<file path="src/rtl/load_store_unit_pkg.sv">
`default_nettype none
// ============================================================================
// Module   : load_store_unit_pkg
// Purpose  : Shared RISC-V definitions for the load/store unit: RV32I width
//            codes (funct3), FSM state encoding and request-check helpers.
// Revision : 1.0 - initial release
// ============================================================================
package load_store_unit_pkg;

    // RV32I load/store width codes carried in funct3
    localparam logic [2:0] c_f3_b  = 3'b000;
    localparam logic [2:0] c_f3_h  = 3'b001;
    localparam logic [2:0] c_f3_w  = 3'b010;
    localparam logic [2:0] c_f3_bu = 3'b100;
    localparam logic [2:0] c_f3_hu = 3'b101;

    // Load/store sequencing states
    typedef enum logic [2:0] {
        IDLE  = 3'd0,
        LD    = 3'd1,
        ST_RD = 3'd2,
        ST_WR = 3'd3,
        RESP  = 3'd4
    } lsu_state_t;

    // Unsigned widths exist only for loads; anything outside the five codes
    // is illegal in both directions.
    function automatic logic f3_illegal(input logic is_store, input logic [2:0] f3);
        case (f3)
            c_f3_b, c_f3_h, c_f3_w: return 1'b0;
            c_f3_bu, c_f3_hu:       return is_store;
            default:                return 1'b1;
        endcase
    endfunction

    // Halves need an even address, words a 4-byte aligned one.
    function automatic logic f3_misaligned(input logic [2:0] f3, input logic [1:0] byte_off);
        case (f3)
            c_f3_h, c_f3_hu: return byte_off[0];
            c_f3_w:          return |byte_off;
            default:         return 1'b0;
        endcase
    endfunction

endpackage
`default_nettype wire

</file>
<file path="src/rtl/load_store_unit_load_extend.sv">
`default_nettype none
// ============================================================================
// Module   : load_extend
// Purpose  : Selects the byte/half/word lane of a memory word addressed by
//            the low address bits and sign- or zero-extends it to 32 bits.
// Revision : 1.0 - initial release
// ============================================================================
module load_extend
    import load_store_unit_pkg::*;
(
    input  logic [31:0] word,
    input  logic [1:0]  byte_off,
    input  logic [2:0]  funct3,
    output logic [31:0] data
);

    logic [31:0] w_shifted;

    // Move the addressed lane down to bit 0, then extend by width code
    always_comb begin
        w_shifted = word >> {byte_off, 3'b000};
        data      = '0;
        case (funct3)
            c_f3_b:  data = {{24{w_shifted[7]}}, w_shifted[7:0]};
            c_f3_h:  data = {{16{w_shifted[15]}}, w_shifted[15:0]};
            c_f3_w:  data = w_shifted;
            c_f3_bu: data = {24'd0, w_shifted[7:0]};
            c_f3_hu: data = {16'd0, w_shifted[15:0]};
            default: data = '0;
        endcase
    end

endmodule
`default_nettype wire

</file>
<file path="src/rtl/load_store_unit.sv">
`default_nettype none
// ============================================================================
// Module   : load_store_unit
// Purpose  : RV32I load/store unit between the pipeline request interface and
//            a word-addressed data memory. Loads take one memory read, word
//            stores one write, sub-word stores a read-modify-write. Misaligned
//            or illegal requests respond with an error and touch no memory.
// Revision : 1.0 - initial release
// ============================================================================
module load_store_unit
    import load_store_unit_pkg::*;
#(
    parameter int WORD_IDX_BITS = 6
) (
    input  logic        clk,
    input  logic        reset,
    // pipeline request
    input  logic        req_valid,
    output logic        req_ready,
    input  logic        req_store,
    input  logic [2:0]  req_funct3,
    input  logic [31:0] req_addr,
    input  logic [31:0] req_wdata,
    // pipeline response
    output logic        resp_valid,
    output logic [31:0] resp_rdata,
    output logic        resp_err,
    // data memory word interface
    output logic        MemRead,
    output logic        MemWrite,
    output logic [31:0] Address,
    output logic [31:0] write_data,
    input  logic [31:0] Read_data
);

    lsu_state_t                 r_state;
    lsu_state_t                 w_state_next;

    // Captured request fields
    logic                       r_store;
    logic [2:0]                 r_funct3;
    logic [WORD_IDX_BITS+1:0]   r_addr;
    logic [31:0]                r_wdata;
    logic                       r_err;

    // Old memory word for read-modify-write, and the registered load result
    logic [31:0]                r_rd_word;
    logic [31:0]                r_rdata;

    logic                       w_accept;
    logic                       w_req_err;
    logic [31:0]                w_load_data;
    logic [31:0]                w_merged;
    logic                       w_unused;

    // Address bits above the memory's word index never reach the memory
    assign w_unused  = &{1'b0, req_addr[31:WORD_IDX_BITS+2]};

    assign w_accept  = req_valid & req_ready;
    assign w_req_err = f3_illegal(req_store, req_funct3)
                     | f3_misaligned(req_funct3, req_addr[1:0]);

    // State register; reset abandons whatever operation is in flight
    always_ff @(posedge clk or posedge reset) begin
        if (reset) begin
            r_state <= IDLE;
        end else begin
            r_state <= w_state_next;
        end
    end

    // Next-state and strobe decode
    always_comb begin
        w_state_next = r_state;
        req_ready    = 1'b0;
        resp_valid   = 1'b0;
        MemRead      = 1'b0;
        MemWrite     = 1'b0;
        case (r_state)
            IDLE: begin
                req_ready = 1'b1;
                if (req_valid) begin
                    if (w_req_err) begin
                        w_state_next = RESP;
                    end else if (!req_store) begin
                        w_state_next = LD;
                    end else if (req_funct3 == c_f3_w) begin
                        w_state_next = ST_WR;
                    end else begin
                        w_state_next = ST_RD;
                    end
                end
            end
            LD: begin
                MemRead      = 1'b1;
                w_state_next = RESP;
            end
            ST_RD: begin
                MemRead      = 1'b1;
                w_state_next = ST_WR;
            end
            ST_WR: begin
                MemWrite     = r_store;
                w_state_next = RESP;
            end
            RESP: begin
                resp_valid   = 1'b1;
                w_state_next = IDLE;
            end
            default: begin
                w_state_next = IDLE;
            end
        endcase
    end

    // Capture the request on accept, then the load result or the RMW word
    always_ff @(posedge clk or posedge reset) begin
        if (reset) begin
            r_store   <= 1'b0;
            r_funct3  <= '0;
            r_addr    <= '0;
            r_wdata   <= '0;
            r_err     <= 1'b0;
            r_rd_word <= '0;
            r_rdata   <= '0;
        end else begin
            if (w_accept) begin
                r_store  <= req_store;
                r_funct3 <= req_funct3;
                r_addr   <= req_addr[WORD_IDX_BITS+1:0];
                r_wdata  <= req_wdata;
                r_err    <= w_req_err;
                // stores and errors respond with zero data
                r_rdata  <= '0;
            end
            if (r_state == LD) begin
                r_rdata <= w_load_data;
            end
            if (r_state == ST_RD) begin
                r_rd_word <= Read_data;
            end
        end
    end

    load_extend u_load_extend (
        .word     (Read_data),
        .byte_off (r_addr[1:0]),
        .funct3   (r_funct3),
        .data     (w_load_data)
    );

    // Insert the new byte/half into the old word; a word store replaces it
    always_comb begin
        w_merged = r_rd_word;
        case (r_funct3)
            c_f3_b: begin
                w_merged[{r_addr[1:0], 3'b000} +: 8] = r_wdata[7:0];
            end
            c_f3_h: begin
                if (r_addr[1]) begin
                    w_merged[31:16] = r_wdata[15:0];
                end else begin
                    w_merged[15:0]  = r_wdata[15:0];
                end
            end
            default: begin
                w_merged = r_wdata;
            end
        endcase
    end

    // Memory buses are quiet (zero) whenever their strobe is low
    assign Address    = (MemRead | MemWrite)
                      ? {{(32-WORD_IDX_BITS){1'b0}}, r_addr[WORD_IDX_BITS+1:2]}
                      : '0;
    assign write_data = MemWrite ? w_merged : '0;

    assign resp_rdata = resp_valid ? r_rdata : '0;
    assign resp_err   = resp_valid & r_err;

endmodule
`default_nettype wire

</file>
<file path="config.mk">
export PLATFORM = sky130hd
export DESIGN_NAME = load_store_unit
export DESIGN_NICKNAME = d
export VERILOG_FILES = /design/src/rtl/load_store_unit_pkg.sv /design/src/rtl/load_store_unit_load_extend.sv /design/src/rtl/load_store_unit.sv
export SDC_FILE = /design/constraint.sdc
export NUM_CORES = 1
export LEC_CHECK = 0
export ABC_CLOCK_PERIOD_IN_PS = 6900
export CELL_PAD_IN_SITES_DETAIL_PLACEMENT = 0
export CELL_PAD_IN_SITES_GLOBAL_PLACEMENT = 1
export CORE_UTILIZATION = 39
export CTS_CLUSTER_DIAMETER = 60
export DETAILED_ROUTE_END_ITERATION = 10
export PLACE_DENSITY_LB_ADDON = 0.1
export SETUP_SLACK_MARGIN = 0.3
export SLEW_MARGIN = 15
export SYNTH_ARGS = -nofsm -noshare
export SYNTH_HDL_FRONTEND = slang
export SYNTH_HIERARCHICAL = 1
export SYNTH_SLANG_ARGS = --single-unit
</file>
<file path="constraint.sdc">
create_clock -name clk -period 6.9 [get_ports clk]
set_input_delay 1.725 -clock clk [delete_from_list [all_inputs] [get_ports clk]]
set_output_delay 1.725 -clock clk [all_outputs]
set_load 0.02 [all_outputs]
</file>
**After elaboration in Yosys (flattened, before gate mapping)**

Index checks and enable logic that the tools add are counted.

- Add/sub/neg operators: 1
- Multiply operators: 0
- Divide/modulo/power cells: 0
- Magnitude comparators: 0
- Equality and inequality tests: 13
- Shifts and indexed selects: 3
- Mux-type cells: 21
- Bitwise gates (word level): 4
- Reductions and logical operators: 10

Operators with widths:

| cell | count |
|---|---|
| 32-bit one-hot mux with 5 select lines | 1 |
| 32-bit two-way mux | 4 |
| 32-bit one-hot mux with 2 select lines | 1 |
| 32-bit bitwise mux | 1 |
| 16-bit two-way mux | 2 |
| 8-bit by 7-bit variable shift with 32-bit output, first input constant | 1 |
| 8-bit by 7-bit variable part select with 32-bit output | 1 |
| 32-bit by 5-bit right shift with 32-bit output | 1 |
| 3-bit == test, second input constant | 5 |
| 3-bit by 2-bit == test with 1-bit output, second input constant | 4 |
| 2-bit OR reduction | 5 |
| 3-bit by 1-bit == test with 1-bit output, second input constant | 3 |
| 3-bit zero test | 3 |
| 3-bit one-hot mux with 3 select lines | 1 |
| 5-bit negation with 7-bit output | 1 |
| 3-bit two-way mux | 2 |
| 6-bit two-way mux | 1 |
| 1-bit two-way mux | 5 |
| 1-bit one-hot mux with 2 select lines | 2 |
| 3-bit OR reduction | 1 |
| 1-bit AND | 2 |
| 2-bit two-way mux | 1 |
| 2-bit inequality test, second input constant | 1 |
| 1-bit bitwise OR | 2 |
| 2-bit nonzero test | 1 |

- Bits in registers: 112
- Bits in latches: 0
- Bits in writable memories: 0
- Bits in read-only memories: 0
- Input bits: 103
- Output and inout port bits: 101
- Logic and storage cells: 60
- Memories kept: 0

**Longest topological paths before layout**

- Word-level depth: 7
- Gate-level depth with buffers: 7
- Gate-level depth less buffers: 5

**Cells and area by module**

Netlist, hierarchy kept.

By module, submodules not included:

| module | instances | cells an instance | area an instance (um^2) | sequential area each (um^2) |
|---|---|---|---|---|
| load_store_unit | 1 | 529 | 5860.6 | 2802.7 |
| load_extend | 1 | 109 | 803.3 | 0.0 |

**Least setup slack after synthesis**

Ideal clock, no wire load.

- Path type: register -> output
- From: register r_addr[1]
- To: output write_data[31]
- Arrival time: 2282 ps
- Required time: 5175 ps
- Setup slack: 2893 ps
- Cell stages (with the launch flop): 8
- Path buffers: 2
- Cells stage by stage: dfrtp_1 -> buf_2 -> inv_1 -> ha_1 -> nor4bb_1 -> clkbuf_1 -> a2111oi_0 -> nor3_1

- Word-level cells in the longest chain between the ends: 5
- Elaborated cells on any way between the ends: 7
- Those cells by class: add/sub (1); shift (2); mux (4)

RTL lines:

| what | RTL line | text |
|---|---|---|
| from (decl) | load_store_unit.sv:42 | `logic [WORD_IDX_BITS+1:0] r_addr;` |
| from (signal assigned) | load_store_unit.sv:130 | `r_addr <= req_addr[WORD_IDX_BITS+1:0];` |
| 5-bit negation with 7-bit output | load_store_unit.sv:157 | `w_merged[{r_addr[1:0], 3'b000} +: 8] = r_wdata[7:0];` |
| 8-bit by 7-bit variable part select with 32-bit output or 8-bit by 7-bit variable shift with 32-bit output (tied branches) | load_store_unit.sv:157 |  |
| 32-bit bitwise mux | load_store_unit.sv:157 |  |
| 32-bit one-hot mux with 2 select lines * | load_store_unit.sv:155 | `case (r_funct3)` |
| 32-bit two-way mux * | load_store_unit.sv:176 | `assign write_data = MemWrite ? w_merged : '0;` |
| to (decl) | load_store_unit.sv:32 | `output logic [31:0] write_data,` |

Every way passes the cells marked *; elsewhere a longest branch is shown, timed or not.

**Worst setup path after layout**

Ends and elaborated chain as after synthesis.

==> flow_summary.toml <==
[hold_path]
hold_path.class = "flip-flop to flip-flop"
worstHoldStart = "r_rdata[20]"

[global_route]
grt_overflow = 0
grt_pass1_wl_um = 30100
grt_use_total_pct = 22.4
antenna_found_initial = 0
grt_pass1_vias = 5400
grt_max_degree = 76

[timing]
slew_headroom_pct = 30.3
max_freq_ghz = 0.187
final-setup-viol-count = 0
slew_viol_final = 0
finClkSkew_ns = 0.0113
worstMarginPinSlew_ns = 1.04
fin_tns_setup_ns = 0
rsz0062_at_grt = "false"
hold_viol_final = 0
period_minus_slack_ns = 5.35
fin_crit_sh_pct = 77.5
layout_setup_ws_ns = 1.55

[die]
coreArea_mm2 = 0.0166
io-pin-count = 204
die_w_um = 133
num_rows = 47
die_area_mm2 = 0.0176
start_util_pct = 40.0
die_h_um = 133

[worst_setup_path]
startpoint_type = "flip-flop"
path_class = "flip-flop to output pin"
cp-startpoint = "r_addr[1]"
cp.arrival_ns = 3.63
r2r-start = "r_addr[1]"
path_max_fanout = 16
path_cells = "inv_1 -> ha_1 -> nor4bb_2 -> a2111oi_0 -> nor3_1 -> clkdlybuf4s50_1"
cp_num_buf_inv = 2
worst_setup_path_end_kind = "output pin"
critPathSlowestCell = "dfrtp_1"
cpPeakStageDelay_ns = 0.75
path_delay_family = "simple AND/OR/NAND/NOR gates"
worstPathRequired_ns = 5.18

[synthesis]
syn_area_mm2 = 0.00666
syn_inst = 638
synth_top_area_share_pct = 42.1
async_reset_ff_share_pct = 100
ys_warn_count = 6
synth_edf_count = 0
synthTopCellsByArea = "dfrtp_1 42%, mux2_2 13%, a22o_1 4.2%"
ys.flop_type = "dfrtp_1"
syn_area_per_cell_um2 = 10.4
synth.distinct_cells = 55
synth_top_area_cell = "dfrtp_1"
ys_seq_area_share_pct = 42.1
synth-seq-cells = 112

[place]
pre_cts_ws_ns = 1.69
hpwl_um = 14300
port-buffer-count = 153
globalplace.congestion = 0.880

[route]
vias_per_cell = 5.61
routed_wl_um = 19300
drt-initial-drc-count = 455
first_pass_iters = 5
final_antenna_net_count = 0
wl_per_cell_um = 19.6
remaining_drc_errors = 0
vias = 5511

[clocking]
clk_latency_ns = 0.36
cts-root-buf = "clkbuf_16"
htree_levels = 3
numCtsBuffers = 9
post_cts_resized = 0
cts_tree = "done"
clockBufferDepth = 2
clk_pin_slew_ns = 0.07
cts_hold_buf = 0
cts_sinks = 112
cts_setup_buffers = 0

[power_and_ir_drop]
p_leak_nw = 3.49
peakVddDrop_mv = 0.194
p_per_area_mw_per_mm2 = 410

[flow_run]
cap_viol_max_count = 0

[layout]
final_common_cell = "clkdlybuf4s50_1"
regArea_mm2 = 0.00280
num_antenna_cells = 0
final_cell_mix = "153 x clkdlybuf4s50_1, 112 x dfrtp_1, 75 x mux2_2"
fillers = 1524
drive_above_1_share_pct = 15.7
nNetsFinal = 866
multi_input_area_mm2 = 0.00346
area_delta_synth_final_pct = 27.7

[run_status]
status = "complete, no violations"
==> logic make-up after synthesis <==
group,Yosys count,share of synthesized area (%)
DFF,112,42.1
AOI/OAI and AO/OA,179,18.9
adders and majority gates,5,0.939
other,1,0.0563
and+or+nand+nor,152,14.3
buffers and inverters,92,7.83
muxes,97,16.0
==> sequential cells by signal, indices dropped and copies added (netlist names) <==
signal and count:
r_store 1, r_wdata 32, r_rdata 32, r_err 1, r_state 3, r_funct3 3
r_addr 8, r_rd_word 32
==> cell type report <==
type,count,area share (%)
Clock buffer,11,2.85
Clock inverter,5,0.926
Multi-Input combinational cell,459,40.6
Inverter,14,0.647
Tap cell,220,3.23
Timing Repair Buffer,162,18.8
Sequential cell,112,32.9
==> report_power, final <==
part           internal, W  switching [W]
sequential        0.000970       0.000329
clock             0.000329       0.000244
combinational     0.000756       0.000863
total              0.00206        0.00144
==> cell usage after synthesis, drive strengths merged (2+ instances only) <==
cell type / number
a211oi: 14
a21o: 7
a21oi: 19
a22o: 32
a22oi: 7
a31oi: 16
a41o: 2
and2: 35
buf: 60
clkbuf: 18
dfrtp: 112
ha: 5
inv: 13
mux2: 75
mux2i: 22
nand2: 27
nand2b: 6
nand3: 8
nand3b: 3
nand4: 29
nor2: 6
nor2b: 19
nor3: 5
nor3b: 5
nor4b: 2
o21ai: 50
o221ai: 8
o2bb2ai: 7
o31ai: 9
o41ai: 2
or2: 3
==> through the flow <==
step | util (%) | instance area, um2 | std cells | power (W) | hold slack (ns)
finish | 51.1 | 8510 | 983 | 0.00349 | 0.490
global route | 51.1 | 8510 | 983 | 0.00372 | 0.507
CTS | 51.1 | 8500 | 983 | 0.00349 | 0.497
detailed placement | 49.2 | 8180 | 967 | 0.00291 | 0.478
global placement | 49.2 | 8180 | 967 | 0.00286 | 0.478
floorplan | - | 6760 | 663 | 0.00246 | 0.458
==> path summary, 6_finish.rpt <==
path,to,slack (ns),cells past startpoint
min in group asynchronous,r_rdata[15],1.92,2
worst min-delay path,r_rdata[20],0.49,1
max in group asynchronous,r_wdata[3],3.91,3
worst max register to register,r_rdata[14],4.68,6
worst min register to register,r_rdata[20],0.49,1
worst max-delay path,write_data[31],1.55,6
==> metal layers <==
layer,track usage (%),up-vias,part of all wire (%)
met5,0,-,0
met4,11.0,0,3.4
met3,2.53,46,4.8
met2,35.6,243,46
met1,30.3,2658,46
li1,-,2564,-
==> worst register-to-register path, delay by kind of cell, from the launching register on <==
| kind | cells | cell delay (ns) |
|---|---|---|
| DFF | 1 | 0.75 |
| buffers and inverters | 1 | 0.44 |
| and+or+nand+nor | 2 | 0.55 |
| AOI/OAI and AO/OA | 3 | 0.43 |
No activity file was read; power rests on OpenSTA's default activity.
